==> src/rtl/screen_state_ctrl_if.sv <==
//------------------------------------------------------------------------------
// Module      : screen_state_ctrl_if
// Description : Event inputs and screen-state outputs of the screen sequencer.
// Revision    : 1.0 - initial release
//------------------------------------------------------------------------------
`default_nettype none

interface screen_state_ctrl_if;
    logic       vblnk;
    logic       btn_start;
    logic       btn_pause;
    logic       game_over;
    logic       level_done;
    logic [5:0] state_bin;
    logic       frame_tick;
    logic       game_active;
    logic [3:0] level;

    modport master (
        output vblnk, btn_start, btn_pause, game_over, level_done,
        input  state_bin, frame_tick, game_active, level
    );

    modport slave (
        input  vblnk, btn_start, btn_pause, game_over, level_done,
        output state_bin, frame_tick, game_active, level
    );
endinterface

`default_nettype wire

==> src/rtl/screen_state_ctrl.sv <==
//------------------------------------------------------------------------------
// Module      : screen_state_ctrl
// Description : Frame-synchronous game-screen sequencer; commits transitions at vblank.
// Revision    : 1.0 - initial release
//------------------------------------------------------------------------------
`default_nettype none

module screen_state_ctrl #(
    parameter int LEVEL_HOLD_FRAMES = 120,
    parameter int END_HOLD_FRAMES   = 180,
    parameter int MAX_LEVEL         = 9
) (
    input  wire logic          clk,
    input  wire logic          rst,
    screen_state_ctrl_if.slave bus
);

    localparam logic [5:0] c_ST_START = 6'b000001;
    localparam logic [5:0] c_ST_PLAY  = 6'b000010;
    localparam logic [5:0] c_ST_END   = 6'b000100;
    localparam logic [5:0] c_ST_LVLUP = 6'b010000;
    localparam logic [5:0] c_ST_PAUSE = 6'b100000;

    localparam int c_HOLD_MAX = (LEVEL_HOLD_FRAMES > END_HOLD_FRAMES) ?
                                LEVEL_HOLD_FRAMES : END_HOLD_FRAMES;
    localparam int c_HOLD_W   = $clog2(c_HOLD_MAX + 1);

    localparam logic [c_HOLD_W-1:0] c_LVL_LAST = c_HOLD_W'(LEVEL_HOLD_FRAMES - 1);
    localparam logic [c_HOLD_W-1:0] c_END_LAST = c_HOLD_W'(END_HOLD_FRAMES - 1);
    localparam logic [c_HOLD_W-1:0] c_HOLD_ONE = c_HOLD_W'(1);
    localparam logic [3:0]          c_MAX_LVL  = 4'(MAX_LEVEL);

    logic                r_vblnk_d, r_vblnk_low_seen;
    logic                r_start_d, r_pause_d, r_over_d, r_lvl_d;
    logic                r_start_p, r_pause_p, r_over_p, r_lvl_p;
    logic                r_frame_tick;
    logic [5:0]          r_state;
    logic [3:0]          r_level;
    logic [c_HOLD_W-1:0] r_hold;
    logic                r_game_active;

    logic                w_start_ev, w_pause_ev, w_over_ev, w_lvl_ev;
    logic                w_start_any, w_pause_any, w_over_any, w_lvl_any;
    logic [5:0]          w_state_nxt;
    logic [3:0]          w_level_nxt;
    logic [c_HOLD_W-1:0] w_hold_nxt;
    logic                w_active_nxt;

    assign w_start_ev  = bus.btn_start  & ~r_start_d;
    assign w_pause_ev  = bus.btn_pause  & ~r_pause_d;
    assign w_over_ev   = bus.game_over  & ~r_over_d;
    assign w_lvl_ev    = bus.level_done & ~r_lvl_d;

    // An event landing in the tick cycle itself still takes part in that evaluation.
    assign w_start_any = r_start_p | w_start_ev;
    assign w_pause_any = r_pause_p | w_pause_ev;
    assign w_over_any  = r_over_p  | w_over_ev;
    assign w_lvl_any   = r_lvl_p   | w_lvl_ev;

    // Edge detect, frame tick and sticky pending flags.
    // The low-seen flag suppresses a false tick when vblnk is already high at reset release.
    always_ff @(posedge clk) begin
        if (rst) begin
            r_vblnk_d        <= 1'b0;
            r_vblnk_low_seen <= 1'b0;
            r_start_d        <= 1'b0;
            r_pause_d        <= 1'b0;
            r_over_d         <= 1'b0;
            r_lvl_d          <= 1'b0;
            r_start_p        <= 1'b0;
            r_pause_p        <= 1'b0;
            r_over_p         <= 1'b0;
            r_lvl_p          <= 1'b0;
            r_frame_tick     <= 1'b0;
        end else begin
            r_vblnk_d        <= bus.vblnk;
            r_vblnk_low_seen <= r_vblnk_low_seen | ~bus.vblnk;
            r_start_d        <= bus.btn_start;
            r_pause_d        <= bus.btn_pause;
            r_over_d         <= bus.game_over;
            r_lvl_d          <= bus.level_done;
            r_frame_tick     <= bus.vblnk & ~r_vblnk_d & r_vblnk_low_seen;
            if (r_frame_tick) begin
                r_start_p <= 1'b0;
                r_pause_p <= 1'b0;
                r_over_p  <= 1'b0;
                r_lvl_p   <= 1'b0;
            end else begin
                r_start_p <= w_start_any;
                r_pause_p <= w_pause_any;
                r_over_p  <= w_over_any;
                r_lvl_p   <= w_lvl_any;
            end
        end
    end

    // State register.
    always_ff @(posedge clk) begin
        if (rst) begin
            r_state       <= c_ST_START;
            r_level       <= 4'd0;
            r_hold        <= '0;
            r_game_active <= 1'b0;
        end else begin
            r_state       <= w_state_nxt;
            r_level       <= w_level_nxt;
            r_hold        <= w_hold_nxt;
            r_game_active <= w_active_nxt;
        end
    end

    // Next-state logic, evaluated only on the frame tick.
    always_comb begin
        w_state_nxt = r_state;
        w_level_nxt = r_level;
        w_hold_nxt  = r_hold;
        if (r_frame_tick) begin
            case (r_state)
                c_ST_START: begin
                    if (w_start_any) begin
                        w_state_nxt = c_ST_PLAY;
                        w_level_nxt = 4'd1;
                    end
                end
                c_ST_PLAY: begin
                    if (w_over_any) begin
                        w_state_nxt = c_ST_END;
                    end else if (w_lvl_any) begin
                        w_state_nxt = c_ST_LVLUP;
                        w_level_nxt = (r_level >= c_MAX_LVL) ? c_MAX_LVL : r_level + 4'd1;
                    end else if (w_pause_any) begin
                        w_state_nxt = c_ST_PAUSE;
                    end
                end
                c_ST_PAUSE: begin
                    if (w_pause_any || w_start_any) begin
                        w_state_nxt = c_ST_PLAY;
                    end
                end
                c_ST_LVLUP: begin
                    if (r_hold == c_LVL_LAST) begin
                        w_state_nxt = c_ST_PLAY;
                    end else begin
                        w_hold_nxt = r_hold + c_HOLD_ONE;
                    end
                end
                c_ST_END: begin
                    if (r_hold == c_END_LAST) begin
                        if (w_start_any) begin
                            w_state_nxt = c_ST_START;
                            w_level_nxt = 4'd0;
                        end
                    end else begin
                        w_hold_nxt = r_hold + c_HOLD_ONE;
                    end
                end
                default: begin
                    w_state_nxt = c_ST_START;
                    w_level_nxt = 4'd0;
                end
            endcase
            if (w_state_nxt != r_state) begin
                w_hold_nxt = '0;
            end
        end
    end

    // Output logic.
    always_comb begin
        w_active_nxt    = (w_state_nxt == c_ST_PLAY);
        bus.state_bin   = r_state;
        bus.frame_tick  = r_frame_tick;
        bus.game_active = r_game_active;
        bus.level       = r_level;
    end

endmodule

`default_nettype wire

==> src/flat_wrapper.sv <==
// flat-port wrapper written by rule: the top's interface ports become plain ports
module screen_state_ctrl_flat 
#(
    parameter int LEVEL_HOLD_FRAMES = 120,
    parameter int END_HOLD_FRAMES   = 180,
    parameter int MAX_LEVEL         = 9
)
  (clk, rst, bus_vblnk, bus_btn_start, bus_btn_pause, bus_game_over, bus_level_done, bus_state_bin, bus_frame_tick, bus_game_active, bus_level);
  screen_state_ctrl_if bus_i ();
  input  wire logic clk;
  input  wire logic rst;
  input wire logic [$bits(bus_i.vblnk)-1:0] bus_vblnk;
  input wire logic [$bits(bus_i.btn_start)-1:0] bus_btn_start;
  input wire logic [$bits(bus_i.btn_pause)-1:0] bus_btn_pause;
  input wire logic [$bits(bus_i.game_over)-1:0] bus_game_over;
  input wire logic [$bits(bus_i.level_done)-1:0] bus_level_done;
  output wire logic [$bits(bus_i.state_bin)-1:0] bus_state_bin;
  output wire logic [$bits(bus_i.frame_tick)-1:0] bus_frame_tick;
  output wire logic [$bits(bus_i.game_active)-1:0] bus_game_active;
  output wire logic [$bits(bus_i.level)-1:0] bus_level;
  assign bus_i.vblnk = bus_vblnk;
  assign bus_i.btn_start = bus_btn_start;
  assign bus_i.btn_pause = bus_btn_pause;
  assign bus_i.game_over = bus_game_over;
  assign bus_i.level_done = bus_level_done;
  assign bus_state_bin = bus_i.state_bin;
  assign bus_frame_tick = bus_i.frame_tick;
  assign bus_game_active = bus_i.game_active;
  assign bus_level = bus_i.level;
  screen_state_ctrl #(.LEVEL_HOLD_FRAMES(LEVEL_HOLD_FRAMES), .END_HOLD_FRAMES(END_HOLD_FRAMES), .MAX_LEVEL(MAX_LEVEL)) u_core (.clk(clk), .rst(rst), .bus(bus_i));
endmodule
==> config.mk <==
export PLATFORM = sky130hd
export DESIGN_NAME = screen_state_ctrl_flat
export DESIGN_NICKNAME = d
export VERILOG_FILES = /design/src/rtl/screen_state_ctrl_if.sv /design/src/rtl/screen_state_ctrl.sv /design/src/flat_wrapper.sv
export SDC_FILE = /design/constraint.sdc
export NUM_CORES = 1
export LEC_CHECK = 0
export CAP_MARGIN = 20
export CORE_MARGIN = 1.5
export CORE_UTILIZATION = 55
export CTS_CLUSTER_DIAMETER = 40
export DETAILED_ROUTE_END_ITERATION = 10
export PLACE_DENSITY = 0.78
export SLEW_MARGIN = 25
export SYNTH_ARGS = -nofsm -noshare
export SYNTH_HDL_FRONTEND = slang
export SYNTH_SLANG_ARGS = --single-unit
export TNS_END_PERCENT = 100
==> constraint.sdc <==
create_clock -name clk -period 2.3 [get_ports clk]
set_input_delay 0.23 -clock clk [delete_from_list [all_inputs] [get_ports clk]]
set_output_delay 0.23 -clock clk [all_outputs]
set_load 0.03 [all_outputs]
* After elaboration in Yosys (flattened, before gate mapping)
Cells that the tools add are included.
** Storage, ports and cells
- Flip-flop bits (word level) :: 30
- Input bits :: 7
- Output and inout port bits :: 12
- Logic and storage cells :: 80
** Operators by class
- Add/subtract/negate cells :: 2
- Order comparisons :: 1
- Equal/unequal tests :: 16
- Multiplexer cells :: 22
- Bitwise operators :: 18
- Reductions and logical operators :: 6
** Operator list (number)
- $mux 6 :: 10
- $pmux 6 s5 :: 1
- $mux 4 :: 6
- $mux 8 :: 3
- $pmux 4 s4 :: 1
- $pmux 8 s2 :: 1
- $eq 6x2->1 const B :: 2
- $add 8x1->8 const B :: 1
- $eq 8x7->1 const B :: 1
- $eq 8x8->1 const B :: 1
- $ne 2x1->1 const B :: 4
- $not 1->1 :: 7
- $reduce_and 7->1 :: 1
- $and 1x1->1 :: 6
- $eq 6x1->1 const B :: 1
- $eq 6x3->1 const B :: 1
- $eq 6x5->1 const B :: 1
- $eq 6x6->1 const B :: 1
- $ne 3x3->1 const B :: 2
- $ne 6x6->1 :: 1
- $or 1x1->1 :: 5
- $add 4x1->4 const B :: 1
- $ge 4x4->1 const B :: 1
- $reduce_and 4->1 :: 1
- other kinds (4) :: 5

* Depth between registers and ports, before layout
- Depth after elaboration :: 11
- Mapped depth :: 8
- Depth with buffers taken out :: 8

* Worst setup path before layout
Ideal clock, no wire load.
- Path kind :: register to register
- From :: register u_core.r_state[2], in the netlist u_core.bus.state_bin[2]
- To :: register u_core.r_hold[0]
- Setup time :: 0.121 ns
- Data arrival time :: 1.974 ns
- Setup slack :: 0.206 ns
- Cell stages (with the launch flop) :: 8
- Period minus slack after synthesis :: 2.094 ns
- Cell sequence :: dfxtp_1 -> buf_2 -> nor4_1 -> nor4b_1 -> o21ai_0 -> a41oi_4 -> a21o_1 -> mux2_2
** Between the ends
- Word-level cells in the longest chain between the ends :: 8
** RTL lines
- from (decl) :: RTL line screen_state_ctrl.sv:37 : logic [5:0] r_state;
- from (signal assigned) :: RTL line screen_state_ctrl.sv:100 : r_state <= c_ST_START;
- from (signal assigned) :: RTL line screen_state_ctrl.sv:105 : r_state <= w_state_nxt;
- $mux 6 :: RTL line screen_state_ctrl.sv:131 : end else if (w_pause_any) begin
- $mux 6 :: RTL line screen_state_ctrl.sv:128 : end else if (w_lvl_any) begin
- $mux 6 :: RTL line screen_state_ctrl.sv:126 : if (w_over_any) begin
- $pmux 6 s5 :: RTL line screen_state_ctrl.sv:118 : case (r_state)
- $mux 6 :: RTL line screen_state_ctrl.sv:117 : if (r_frame_tick) begin
- $ne 6x6->1 :: RTL line screen_state_ctrl.sv:162 : if (w_state_nxt != r_state) begin
- $ne 3x3->1 (no line) or $reduce_bool 3->1 (tied branches)
- $reduce_and 4->1 (no line)
- to (signal assigned) :: RTL line screen_state_ctrl.sv:107 : r_hold <= w_hold_nxt;
- to (decl) :: RTL line screen_state_ctrl.sv:39 : logic [c_HOLD_W-1:0] r_hold;
Parallel ways exist; a longest one is shown, timed or not. The select of a mux whose other input is x is not followed.
A chain may end at the register's enable or synchronous reset.

* Worst setup path in the final report
- From :: register u_core.r_hold[0]
- To :: register u_core.r_hold[0]
** Between the ends
- Word-level cells in the longest chain between the ends :: 7
** RTL lines (RTL line)
- $eq 8x8->1 or $eq 8x7->1 (tied branches) :: screen_state_ctrl.sv:148, screen_state_ctrl.sv:141
- $mux 6 (on tied branches) :: screen_state_ctrl.sv:148, screen_state_ctrl.sv:141
- $pmux 6 s5 :: screen_state_ctrl.sv:118
- $mux 6 :: screen_state_ctrl.sv:117
- $ne 6x6->1 :: screen_state_ctrl.sv:162
- $ne 3x3->1 (no line) or $reduce_bool 3->1 (tied branches)
- $reduce_and 4->1 (no line)
Parallel ways exist; a longest one is shown, timed or not. The select of a mux whose other input is x is not followed.

==> metrics.txt <==
status finished with violations; failing checks design-rule violations; dominant synthesized flop cell dfxtp_1; # fillers 232; hold buffers post-CTS 0; gr usage total 0.250; 1st-iter DRT viols 111; area delta synth->final 16.7%; global route total overflow 0; critical path's largest stage delay 0.43 ns; #FFs+latches synth 30; RSZ-0062 raised after global routing no; crit path DAT 2.41 ns; post-synth cell types 55; TritonCTS Buffers 5; ant diodes 0; Hold Path Depth 1; worst-case clock skew between 0.008 and 0.009 ns; final cell utilization of the core 0.691; Crit path buffers/inverters 0; Syn Std Cell Area 1670 µm²; R2R setup slack ~0.12 ns; die height 58.2 µm; worst path cell trace ha_1, nand4b_2, nor4b_4, a21bo_4, a41oi_4, a21o_1, mux2_2; Die ar. 3380 µm²; Core Footprint 2830 µm²; vias in the first global route roughly 1,500; HP Class register to register; HPWL Detailed 2.84 mm; drt wl/cell between 15 and 20 µm; Syn Nets 199; final antenna-violating net count 0; worst-skew pair later-pin latency around 0.33 ns; reg-to-reg endpoint u_core.r_hold[0]$_SDFFE_PP0P_; largest reg by FF count u_core.r_hold; die width between 50 and 60 µm; max_slew headroom 0.646; layout cell share with drive strength beyond 1 0.142; Period minus WS final 2.18 ns; Root Buffer clkbuf_4; WP data required about 2.5 ns; Pleak roughly 0.73 nW; sequential area share after synthesis 0.359; cells after synthesis 188; first-pass GRT wire length 6.50 mm; max_cap viols 0; startpoint types register; H-tree depth 2; Worst path slowest cell nor4b_4; final setup vio count 0; nets 221; Post-synth EDFFs 0; vias per cell 6.26; Hold Path End u_core.bus.frame_tick$_SDFF_PP0_; Peak Freq around 460 MHz; Crit path max-delay family simple AND/OR/NAND/NOR gates; pwr dens 514 nW/µm²; FFs w/ async S/R, synth 0; CP Max Fanout 7; Setup crit end kind register; syn_area_per_cell 8.90 µm²; CTS sink count 30; Reg clk slew, reported paths 0.10 ns; Ys Warns 0; Reg2Reg Depth 7; Core Rows 19; Initial Util 0.592; DR pass1 iterations 7; Final Wtd Congestion 0.952; antenna violations before repair 0; via count 1,514; Fin. Hold Viols 0; DRC Markers 2; Final period util 0.947; final slew viol count 0; worst-margin pin slew 0.530 ns; Max VDD drop 0.529 mV; port bufs 18; total wire length 3.83 mm; IO Pins 19; hold_sp u_core.r_vblnk_d$_SDFF_PP0_; Crit Path Class register to register; max reg flops 8; TritonCTS clock tree yes; largest net degree at the start of global routing 18; Final TNS setup 0 ns; Worst Setup SP u_core.r_hold[0]$_SDFFE_PP0P_; reg-to-reg critical path startpoint u_core.r_hold[0]$_SDFFE_PP0P_; CTS Buffer Depth 2
worst reg2reg max path, stage by stage (launching register included):
cell,delay (ns)
dfxtp_1,0.37
ha_1,0.22
nand4b_2,0.21
nor4b_4,0.43
a21bo_4,0.22
a41oi_4,0.15
a21o_1,0.23
mux2_2,0.26
cells in the mapped netlist, drive strengths merged (3+ instances only):
cell | count | share of area
dfxtp | 30 | 0.36
nor4 | 4 | 0.037
nor2 | 16 | 0.036
a21oi | 6 | 0.018
a21o | 3 | 0.013
and3 | 4 | 0.016
o211ai | 4 | 0.018
a211oi | 4 | 0.021
nor3 | 3 | 0.0090
nor2b | 11 | 0.041
o21ai | 7 | 0.021
a31oi | 4 | 0.015
nand3 | 7 | 0.021
clkbuf | 4 | 0.0097
inv | 8 | 0.018
nor3b | 3 | 0.020
a41oi | 3 | 0.027
and2 | 3 | 0.011
or3 | 3 | 0.011
or2 | 3 | 0.011
a22oi | 3 | 0.013
nand2 | 16 | 0.036
ha | 4 | 0.030
nand2b | 5 | 0.019
buf | 3 | 0.014
logic make-up (layout without fill, tap and decap cells):
kind of cell | count (synthesis) | count (layout) | synth area share
compound gates | 48 | 48 | 0.223
flops | 30 | 30 | 0.359
mux | 1 | 1 | 0.00673
xor+xnor | 1 | 1 | 0.00523
simple gates | 89 | 89 | 0.335
fa+ha+maj | 4 | 4 | 0.0299
buf+inv | 15 | 38 | 0.0418
cells in the final DEF (no fill, tap or decap), types with 5 or more instances in the layout:
| cell | n |
|---|---|
| clkdlybuf4s50_1 | 18 |
| o21ai_0 | 7 |
| a21oi_1 | 6 |
| nor2_1 | 16 |
| nand3_1 | 7 |
| clkbuf_4 | 5 |
| nor2b_1 | 11 |
| nand2_1 | 16 |
| dfxtp_1 | 30 |
| inv_1 | 8 |
| nand2b_1 | 5 |
power breakdown:
group / internal (W) / switching (W) / total (W) / leakage, nW
combinational: 0.0000542 / 0.0000695 / 0.000124 / 0.455
sequential: 0.000534 / 0.0000148 / 0.000549 / 0.245
clock: 0.000147 / 0.000186 / 0.000332 / 0.0343
through the flow:
stage	power (W)	hold WS (ns)	instances	worst slack, ns	cell area, µm²
floorplan	0.000642	0.326	188	0.206	1670
global placement	0.000676	0.378	233	0.223	1880
detailed placement	0.000681	0.397	233	0.135	1880
CTS	0.00101	0.411	241	0.133	1940
global route	0.00105	0.424	242	0.0123	1950
finish	0.00101	0.408	242	0.122	1950
final cells by class:
cell class	count	area [µm²]	share of cell area
Tap cell	31	38.8	0.0198
Clock inverter	2	12.5	0.00640
Clock buffer	6	51.3	0.0262
Inverter	8	30.0	0.0154
Multi-Input combinational cell	143	1010	0.517
Sequential cell	30	601	0.307
Timing Repair Buffer	22	210	0.108
worst max-delay path by stage:
stage / end / cells past startpoint
2_1_floorplan: u_core.r_hold[0]$_SDFFE_PP0P_ / 7
3_3_place_gp: u_core.r_hold[0]$_SDFFE_PP0P_ / 7
3_5_place_dp: u_core.bus.level[3]$_SDFFE_PP0P_ / 7
4_1_cts: u_core.bus.level[3]$_SDFFE_PP0P_ / 7
5_1_grt: u_core.r_hold[0]$_SDFFE_PP0P_ / 7
6_report: u_core.r_hold[0]$_SDFFE_PP0P_ / 7
metal layers:
metal | GRT usage | routed length (µm)
met3 | 0.0603 | 262
met2 | 0.420 | 1840
met1 | 0.306 | 1660
met5 | 0 | 0
met4 | 0.103 | 62
timing repair:
action,4_1_cts,5_1_grt
resized for setup,0,2
buffers inserted,0,1
endpoints found under the setup margin,0,4
Power figures use the tool's default switching activity.
